File: src/rtl/aes_stream_arbiter_if.sv
`timescale 1ns/1ps
`default_nettype none
// ============================================================================
// Module      : aes_stream_arbiter_if
// Description : Requester and encrypter handshake bundle for aes_stream_arbiter.
// Revision    : 1.0 - initial release
// ============================================================================
interface aes_stream_arbiter_if #(
    parameter int NONCE_W = 96,
    parameter int CTR_W   = 32,
    parameter int BLK_W   = 8
);
    logic               req_j;
    logic               req_t;
    logic [NONCE_W-1:0] nonce_j;
    logic [NONCE_W-1:0] nonce_t;
    logic [BLK_W-1:0]   blocks_j;
    logic [BLK_W-1:0]   blocks_t;
    logic [127:0]       ks_data;
    logic               ks_valid_j;
    logic               ks_valid_t;
    logic               done_j;
    logic               done_t;
    logic               err_j;
    logic               err_t;
    logic               busy;
    logic               aes_reset;
    logic               aes_start;
    logic [NONCE_W-1:0] aes_nonce;
    logic [CTR_W-1:0]   aes_ctr;
    logic [1:0]         aes_sel;
    logic               aes_take;
    logic               aes_done;
    logic [127:0]       aes_stream;

    // Requesters plus encrypter side
    modport master (
        output req_j, req_t, nonce_j, nonce_t, blocks_j, blocks_t,
        output aes_done, aes_stream,
        input  ks_data, ks_valid_j, ks_valid_t, done_j, done_t, err_j, err_t, busy,
        input  aes_reset, aes_start, aes_nonce, aes_ctr, aes_sel, aes_take
    );

    // Arbiter side
    modport slave (
        input  req_j, req_t, nonce_j, nonce_t, blocks_j, blocks_t,
        input  aes_done, aes_stream,
        output ks_data, ks_valid_j, ks_valid_t, done_j, done_t, err_j, err_t, busy,
        output aes_reset, aes_start, aes_nonce, aes_ctr, aes_sel, aes_take
    );
endinterface
`default_nettype wire

File: src/rtl/aes_stream_arbiter.sv
`timescale 1ns/1ps
`default_nettype none
// ============================================================================
// Module      : aes_stream_arbiter
// Description : Round-robin sharing of one AES-CTR encrypter between JAWNY/TAJNY.
// Revision    : 1.0 - initial release
// ============================================================================
module aes_stream_arbiter #(
    parameter int         NONCE_W = 96,
    parameter int         CTR_W   = 32,
    parameter int         BLK_W   = 8,
    parameter int         TIMEOUT = 1024,
    parameter logic [1:0] KEY_J   = 2'd0,
    parameter logic [1:0] KEY_T   = 2'd1
) (
    input  wire logic           clk,
    input  wire logic           rst,
    aes_stream_arbiter_if.slave bus
);

    localparam int   CNT_W = $clog2(TIMEOUT + 1);
    localparam logic OWN_J = 1'b0;
    localparam logic OWN_T = 1'b1;

    typedef enum logic [2:0] {
        S_IDLE    = 3'd0,
        S_START   = 3'd1,
        S_WAIT    = 3'd2,
        S_DELIVER = 3'd3,
        S_DONE    = 3'd4,
        S_ABORT   = 3'd5
    } state_t;

    state_t             state_q, state_d;
    logic               owner_q, owner_d;
    logic               last_owner_q, last_owner_d;
    logic               silent_q, silent_d;
    logic [BLK_W-1:0]   remaining_q, remaining_d;
    logic [CNT_W-1:0]   wait_cnt_q, wait_cnt_d;
    logic [NONCE_W-1:0] nonce_q, nonce_d;
    logic [CTR_W-1:0]   ctr_q, ctr_d;
    logic [1:0]         sel_q, sel_d;
    logic [127:0]       ks_data_q, ks_data_d;

    logic               w_grant_t;
    logic [BLK_W-1:0]   w_blk;
    logic               w_req_own;
    logic               w_deliver;

    assign w_req_own = (owner_q == OWN_T) ? bus.req_t : bus.req_j;
    // A block whose owner has dropped its request is consumed but never delivered
    assign w_deliver = (state_q == S_DELIVER) && w_req_own;

    always_comb begin
        state_d      = state_q;
        owner_d      = owner_q;
        last_owner_d = last_owner_q;
        silent_d     = silent_q;
        remaining_d  = remaining_q;
        wait_cnt_d   = wait_cnt_q;
        nonce_d      = nonce_q;
        ctr_d        = ctr_q;
        sel_d        = sel_q;
        ks_data_d    = ks_data_q;
        w_grant_t    = bus.req_t && (!bus.req_j || (last_owner_q == OWN_J));
        w_blk        = w_grant_t ? bus.blocks_t : bus.blocks_j;

        case (state_q)
            S_IDLE: begin
                if (bus.req_j || bus.req_t) begin
                    owner_d     = w_grant_t ? OWN_T : OWN_J;
                    nonce_d     = w_grant_t ? bus.nonce_t : bus.nonce_j;
                    sel_d       = w_grant_t ? KEY_T : KEY_J;
                    remaining_d = w_blk;
                    ctr_d       = CTR_W'(1);
                    silent_d    = 1'b0;
                    state_d     = (w_blk == '0) ? S_ABORT : S_START;
                end
            end
            S_START: begin
                wait_cnt_d = '0;
                state_d    = S_WAIT;
            end
            S_WAIT: begin
                if (bus.aes_done) begin
                    ks_data_d = bus.aes_stream;
                    state_d   = S_DELIVER;
                end else if (wait_cnt_q == CNT_W'(TIMEOUT - 1)) begin
                    state_d = S_ABORT;
                end else begin
                    wait_cnt_d = wait_cnt_q + CNT_W'(1);
                end
            end
            S_DELIVER: begin
                remaining_d = remaining_q - BLK_W'(1);
                if (!w_req_own) begin
                    silent_d = 1'b1;
                    state_d  = S_ABORT;
                end else if (remaining_q == BLK_W'(1)) begin
                    state_d = S_DONE;
                end else if (&ctr_q) begin
                    // Refuse to wrap the counter: keystream reuse would follow
                    state_d = S_ABORT;
                end else begin
                    ctr_d   = ctr_q + CTR_W'(1);
                    state_d = S_START;
                end
            end
            S_DONE: begin
                last_owner_d = owner_q;
                state_d      = S_IDLE;
            end
            S_ABORT: begin
                last_owner_d = owner_q;
                state_d      = S_IDLE;
            end
            default: begin
                state_d = S_IDLE;
            end
        endcase
    end

    always_ff @(posedge clk or posedge rst) begin
        if (rst) begin
            state_q      <= S_IDLE;
            owner_q      <= OWN_J;
            last_owner_q <= OWN_T;
            silent_q     <= 1'b0;
            remaining_q  <= '0;
            wait_cnt_q   <= '0;
            nonce_q      <= '0;
            ctr_q        <= '0;
            sel_q        <= '0;
            ks_data_q    <= '0;
        end else begin
            state_q      <= state_d;
            owner_q      <= owner_d;
            last_owner_q <= last_owner_d;
            silent_q     <= silent_d;
            remaining_q  <= remaining_d;
            wait_cnt_q   <= wait_cnt_d;
            nonce_q      <= nonce_d;
            ctr_q        <= ctr_d;
            sel_q        <= sel_d;
            ks_data_q    <= ks_data_d;
        end
    end

    assign bus.busy       = (state_q != S_IDLE);
    assign bus.aes_start  = (state_q == S_START);
    assign bus.aes_take   = (state_q == S_DELIVER);
    assign bus.aes_reset  = (state_q == S_ABORT);
    assign bus.aes_nonce  = nonce_q;
    assign bus.aes_ctr    = ctr_q;
    assign bus.aes_sel    = sel_q;
    assign bus.ks_data    = ks_data_q;
    assign bus.ks_valid_j = w_deliver && (owner_q == OWN_J);
    assign bus.ks_valid_t = w_deliver && (owner_q == OWN_T);
    assign bus.done_j     = (state_q == S_DONE) && (owner_q == OWN_J);
    assign bus.done_t     = (state_q == S_DONE) && (owner_q == OWN_T);
    assign bus.err_j      = (state_q == S_ABORT) && !silent_q && (owner_q == OWN_J);
    assign bus.err_t      = (state_q == S_ABORT) && !silent_q && (owner_q == OWN_T);

endmodule
`default_nettype wire

File: src/flat_wrapper.sv
// flat-port wrapper written by rule: the top's interface ports become plain ports
module aes_stream_arbiter_flat 
#(
    parameter int         NONCE_W = 96,
    parameter int         CTR_W   = 32,
    parameter int         BLK_W   = 8,
    parameter int         TIMEOUT = 1024,
    parameter logic [1:0] KEY_J   = 2'd0,
    parameter logic [1:0] KEY_T   = 2'd1
)
  (clk, rst, bus_req_j, bus_req_t, bus_nonce_j, bus_nonce_t, bus_blocks_j, bus_blocks_t, bus_aes_done, bus_aes_stream, bus_ks_data, bus_ks_valid_j, bus_ks_valid_t, bus_done_j, bus_done_t, bus_err_j, bus_err_t, bus_busy, bus_aes_reset, bus_aes_start, bus_aes_nonce, bus_aes_ctr, bus_aes_sel, bus_aes_take);
  aes_stream_arbiter_if #(.NONCE_W(NONCE_W), .CTR_W(CTR_W), .BLK_W(BLK_W)) bus_i ();
  input  wire logic clk;
  input  wire logic rst;
  input wire logic [$bits(bus_i.req_j)-1:0] bus_req_j;
  input wire logic [$bits(bus_i.req_t)-1:0] bus_req_t;
  input wire logic [$bits(bus_i.nonce_j)-1:0] bus_nonce_j;
  input wire logic [$bits(bus_i.nonce_t)-1:0] bus_nonce_t;
  input wire logic [$bits(bus_i.blocks_j)-1:0] bus_blocks_j;
  input wire logic [$bits(bus_i.blocks_t)-1:0] bus_blocks_t;
  input wire logic [$bits(bus_i.aes_done)-1:0] bus_aes_done;
  input wire logic [$bits(bus_i.aes_stream)-1:0] bus_aes_stream;
  output wire logic [$bits(bus_i.ks_data)-1:0] bus_ks_data;
  output wire logic [$bits(bus_i.ks_valid_j)-1:0] bus_ks_valid_j;
  output wire logic [$bits(bus_i.ks_valid_t)-1:0] bus_ks_valid_t;
  output wire logic [$bits(bus_i.done_j)-1:0] bus_done_j;
  output wire logic [$bits(bus_i.done_t)-1:0] bus_done_t;
  output wire logic [$bits(bus_i.err_j)-1:0] bus_err_j;
  output wire logic [$bits(bus_i.err_t)-1:0] bus_err_t;
  output wire logic [$bits(bus_i.busy)-1:0] bus_busy;
  output wire logic [$bits(bus_i.aes_reset)-1:0] bus_aes_reset;
  output wire logic [$bits(bus_i.aes_start)-1:0] bus_aes_start;
  output wire logic [$bits(bus_i.aes_nonce)-1:0] bus_aes_nonce;
  output wire logic [$bits(bus_i.aes_ctr)-1:0] bus_aes_ctr;
  output wire logic [$bits(bus_i.aes_sel)-1:0] bus_aes_sel;
  output wire logic [$bits(bus_i.aes_take)-1:0] bus_aes_take;
  assign bus_i.req_j = bus_req_j;
  assign bus_i.req_t = bus_req_t;
  assign bus_i.nonce_j = bus_nonce_j;
  assign bus_i.nonce_t = bus_nonce_t;
  assign bus_i.blocks_j = bus_blocks_j;
  assign bus_i.blocks_t = bus_blocks_t;
  assign bus_i.aes_done = bus_aes_done;
  assign bus_i.aes_stream = bus_aes_stream;
  assign bus_ks_data = bus_i.ks_data;
  assign bus_ks_valid_j = bus_i.ks_valid_j;
  assign bus_ks_valid_t = bus_i.ks_valid_t;
  assign bus_done_j = bus_i.done_j;
  assign bus_done_t = bus_i.done_t;
  assign bus_err_j = bus_i.err_j;
  assign bus_err_t = bus_i.err_t;
  assign bus_busy = bus_i.busy;
  assign bus_aes_reset = bus_i.aes_reset;
  assign bus_aes_start = bus_i.aes_start;
  assign bus_aes_nonce = bus_i.aes_nonce;
  assign bus_aes_ctr = bus_i.aes_ctr;
  assign bus_aes_sel = bus_i.aes_sel;
  assign bus_aes_take = bus_i.aes_take;
  aes_stream_arbiter #(.NONCE_W(NONCE_W), .CTR_W(CTR_W), .BLK_W(BLK_W), .TIMEOUT(TIMEOUT), .KEY_J(KEY_J), .KEY_T(KEY_T)) u_core (.clk(clk), .rst(rst), .bus(bus_i));
endmodule
File: config.mk
export PLATFORM = sky130hd
export DESIGN_NAME = aes_stream_arbiter_flat
export DESIGN_NICKNAME = d
export VERILOG_FILES = /design/src/rtl/aes_stream_arbiter_if.sv /design/src/rtl/aes_stream_arbiter.sv /design/src/flat_wrapper.sv
export SDC_FILE = /design/constraint.sdc
export NUM_CORES = 1
export LEC_CHECK = 0
export CAP_MARGIN = 20
export CORE_AREA = 2 2 237 239
export DETAILED_ROUTE_END_ITERATION = 8
export DIE_AREA = 0 0 239 241
export PLACE_DENSITY = 0.58
export REMOVE_ABC_BUFFERS = 1
export SLEW_MARGIN = 20
export SYNTH_ARGS = -nofsm -noshare
export SYNTH_HDL_FRONTEND = slang
export SYNTH_SLANG_ARGS = --single-unit
File: constraint.sdc
create_clock -name clk -period 12.7 [get_ports clk]
set_input_delay 3.175 -clock clk [delete_from_list [all_inputs] [get_ports clk]]
set_output_delay 3.175 -clock clk [all_outputs]
set_load 0.02 [all_outputs]
==> results.py <==
metrics = {
    "run_status": {
        "status": "finished, final reports clean",
    },
    "setup_path": {
        "max_stage_delay_ps": 640,
        "crit_buf_inv": 2,
        "worstSetupPathType": "in2out",
        "crit_arrival_ps": 4670,
        "worstPathMaxFanout": 5,
        "r2r_slack_ps": 9550,
        "reg2reg_from": "u_core.state_q[0]",
        "cp_cell_sequence": "clkdlybuf4s50_1 > nor3b_1 > clkdlybuf4s50_1",
        "cp_common_cell": "clkdlybuf4s50_1",
        "setup.worst_path.end_class": "primary output",
        "cp.required_ps": 9520,
        "start_kind": "input pin",
        "timing.rr.end": "u_core.bus.aes_nonce[85]",
        "rr_worst_depth": 6,
        "path_delay_family": "buffers and inverters",
        "cp_slowest_cell": "clkdlybuf4s50_1",
    },
    "sta": {
        "setup_violations": 0,
        "period_needed_ps": 7842,
        "worst_pin_slew_ps": 1052,
        "rsz0062_at_grt": "no",
        "timing.setup.tns_ps": 0,
        "min_period_over_period_pct": 61.75,
        "max_freq_mhz": 127.5,
        "finalHoldViolations": 0,
        "slew-limit-headroom_pct": 29.29,
        "drv_slew": 0,
        "skew_ps": 10.60,
    },
    "drt": {
        "drc_errors": 0,
        "vias_per_cell": 4.345,
        "wl_um": 42340,
        "ant_nets": 0,
        "initialDrtViolationCount": 532,
        "routedWlPerCell_um": 17.75,
        "num_vias": 10360,
        "drtPass1Iterations": 5,
    },
    "floorplan": {
        "ios": 609,
        "std_cell_rows": 86,
        "die_w_um": 239,
        "core_mm2": 0.05488,
        "die_area_mm2": 0.05760,
        "initial_core_util_pct": 22.61,
        "die_h_um": 241,
    },
    "logic_synthesis": {
        "synth-seq-area-share_pct": 56.69,
        "synth.largest_area_cell": "dfrtp_1",
        "async_flop_share_pct": 100.0,
        "synth_edf_count": 0,
        "synth.distinct_cells": 53,
        "ys_seq_elements": 281,
        "synthFlopType": "dfrtp_1",
        "ys.warnings.count": 0,
        "netlist.area_leader.share_pct": 56.48,
        "synthCells": 1068,
        "synth.avg_cell_area_um2": 11.62,
        "synthTopCellsByArea": "dfrtp_1, mux2_2, mux2i_1",
        "syn_area_mm2": 0.01241,
    },
    "clock_network": {
        "cts_hold_buffers": 0,
        "clk_latency_ps": 520,
        "cts_root_buf": "clkbuf_16",
        "clock_sinks": 281,
        "ctsResizeCount": 0,
        "cts_setup_buffers": 0,
        "htree_levels": 2,
        "cts_made_buffers": 35,
        "clock_path_buffers": 3,
        "cts_tree": "yes",
        "path_clk_slew_ps": 50,
    },
    "finish": {
        "nets": 2002,
        "nFillCells": 5385,
        "layout_commonest_cell": "clkdlybuf4s50_1",
        "instances_no_fill": 2385,
        "most-common-layout-cells": "clkdlybuf4s50_1, dfrtp_1, nand2_1",
        "synthToLayoutAreaGrowth_pct": 63.98,
        "multiInputGateArea_mm2": 0.005060,
        "drive_above_1_share_pct": 12.26,
        "ff_latch_area_mm2": 0.007033,
    },
    "place": {
        "io_buffers": 607,
        "dp_hpwl_um": 32060,
        "placed_cells": 2324,
        "gp_congestion": 0.8209,
    },
    "power": {
        "p_per_area_mw_per_mm2": 232.7,
        "power_leakage_nw": 8.409,
        "p_total_mw": 4.733,
        "irDropWorstVdd_mv": 0.1245,
    },
    "grt": {
        "grt_overflow_total": 0,
        "grt_first_pass_wirelength_um": 62450,
        "grtUsageTotal_pct": 14.03,
        "grt_pass1_vias": 10490,
        "grt_max_degree": 117,
        "antenna_found_initial": 6,
    },
    "worst_hold_path": {
        "hold_path_end": "u_core.bus.aes_nonce[80]",
        "hp-class": "reg2reg",
        "hp-start": "u_core.bus.aes_nonce[80]",
        "hold_depth": 2,
    },
    "flow_run": {
        "maxCapViolCount": 0,
    },
}
[routing by layer]
| metal | track usage (%) | routed length (um) |
|---|---|---|
| met4 | 4.602 | 1114 |
| met2 | 24.75 | 21210 |
| met1 | 15.74 | 16060 |
| met3 | 4.975 | 3892 |
| met5 | 0 | 66 |
[worst min-delay path, stage by stage, from the launching register on]
cell and delay, ps:
dfrtp_1 340, nand2_1 40, o21ai_0 60
[where the power goes]
part           switching (mW)  total, mW  internal [mW]
sequential              0.231       1.52           1.29
clock                   0.383       1.01          0.630
combinational            1.12       2.20           1.08
total                    1.74       4.73           3.00
[registers in the layout, indices dropped and copies added, names as in the netlist, 3 cells and up]
register and count:
u_core.bus.ks_data 128, u_core.bus.aes_nonce 96, u_core.bus.aes_ctr 32, u_core.wait_cnt_q 11
u_core.remaining_q 8, u_core.state_q 3
[final cells by class]
| class | instances | area share (%) |
|---|---|---|
| sequential | 281 | 34.57 |
| timing repair buffer | 617 | 30.24 |
| multi-input combinational | 707 | 24.87 |
| clock buffer | 53 | 4.982 |
| tap | 704 | 4.330 |
| clock inverter | 7 | 0.6827 |
| inverter | 15 | 0.3137 |
| antenna | 1 | 0.01230 |
[stage by stage]
step	hold slack, ps	util (%)	cell area [um^2]	setup slack, ps
final	475.5	37.07	20340	4858
after detailed placement	469.3	34.97	19190	4843
after floorplan	478.5	-	12120	-2912
after CTS	481.0	37.07	20340	4846
after global routing	510.1	37.07	20340	4746
after global placement	460.6	34.97	19190	4839
[cells in the mapped netlist (8+ instances only)]
library cell	count
dfrtp_1	280
nand2_1	136
mux2_2	133
o21ai_0	113
mux2i_1	104
clkbuf_1	42
nor2_1	31
nand3_1	25
a31oi_1	18
nor3_1	16
buf_2	15
inv_1	15
nand4_1	11
xor2_1	11
and3_1	10
a21oi_1	9
nor4_1	8
o21ai_1	8
[worst max path at each step]
stage,start,end,slack (ps),depth (start not counted)
after floorplan,bus_req_t,u_core.remaining_q[4],-2910,4
after global placement,bus_req_j,bus_ks_valid_j,4840,3
after detailed placement,bus_req_j,bus_ks_valid_j,4840,3
after CTS,bus_req_j,bus_ks_valid_j,4850,3
after global routing,bus_req_j,bus_ks_valid_j,4750,3
final,bus_req_j,bus_ks_valid_j,4860,3
[logic make-up (layout without fill, tap and decap cells)]
group | after synthesis | in the layout | synth area share, %
DFF | 281 | 281 | 56.69
and+or+nand+nor | 267 | 267 | 10.18
muxes | 237 | 237 | 20.46
AOI/OAI and AO/OA | 182 | 182 | 8.351
buffers and inverters | 80 | 692 | 2.753
xor gates and xnor gates | 16 | 16 | 1.130
adders and majority gates | 4 | 4 | 0.4034
other | 1 | 2 | 0.03023
Power figures use the tool's default switching activity.
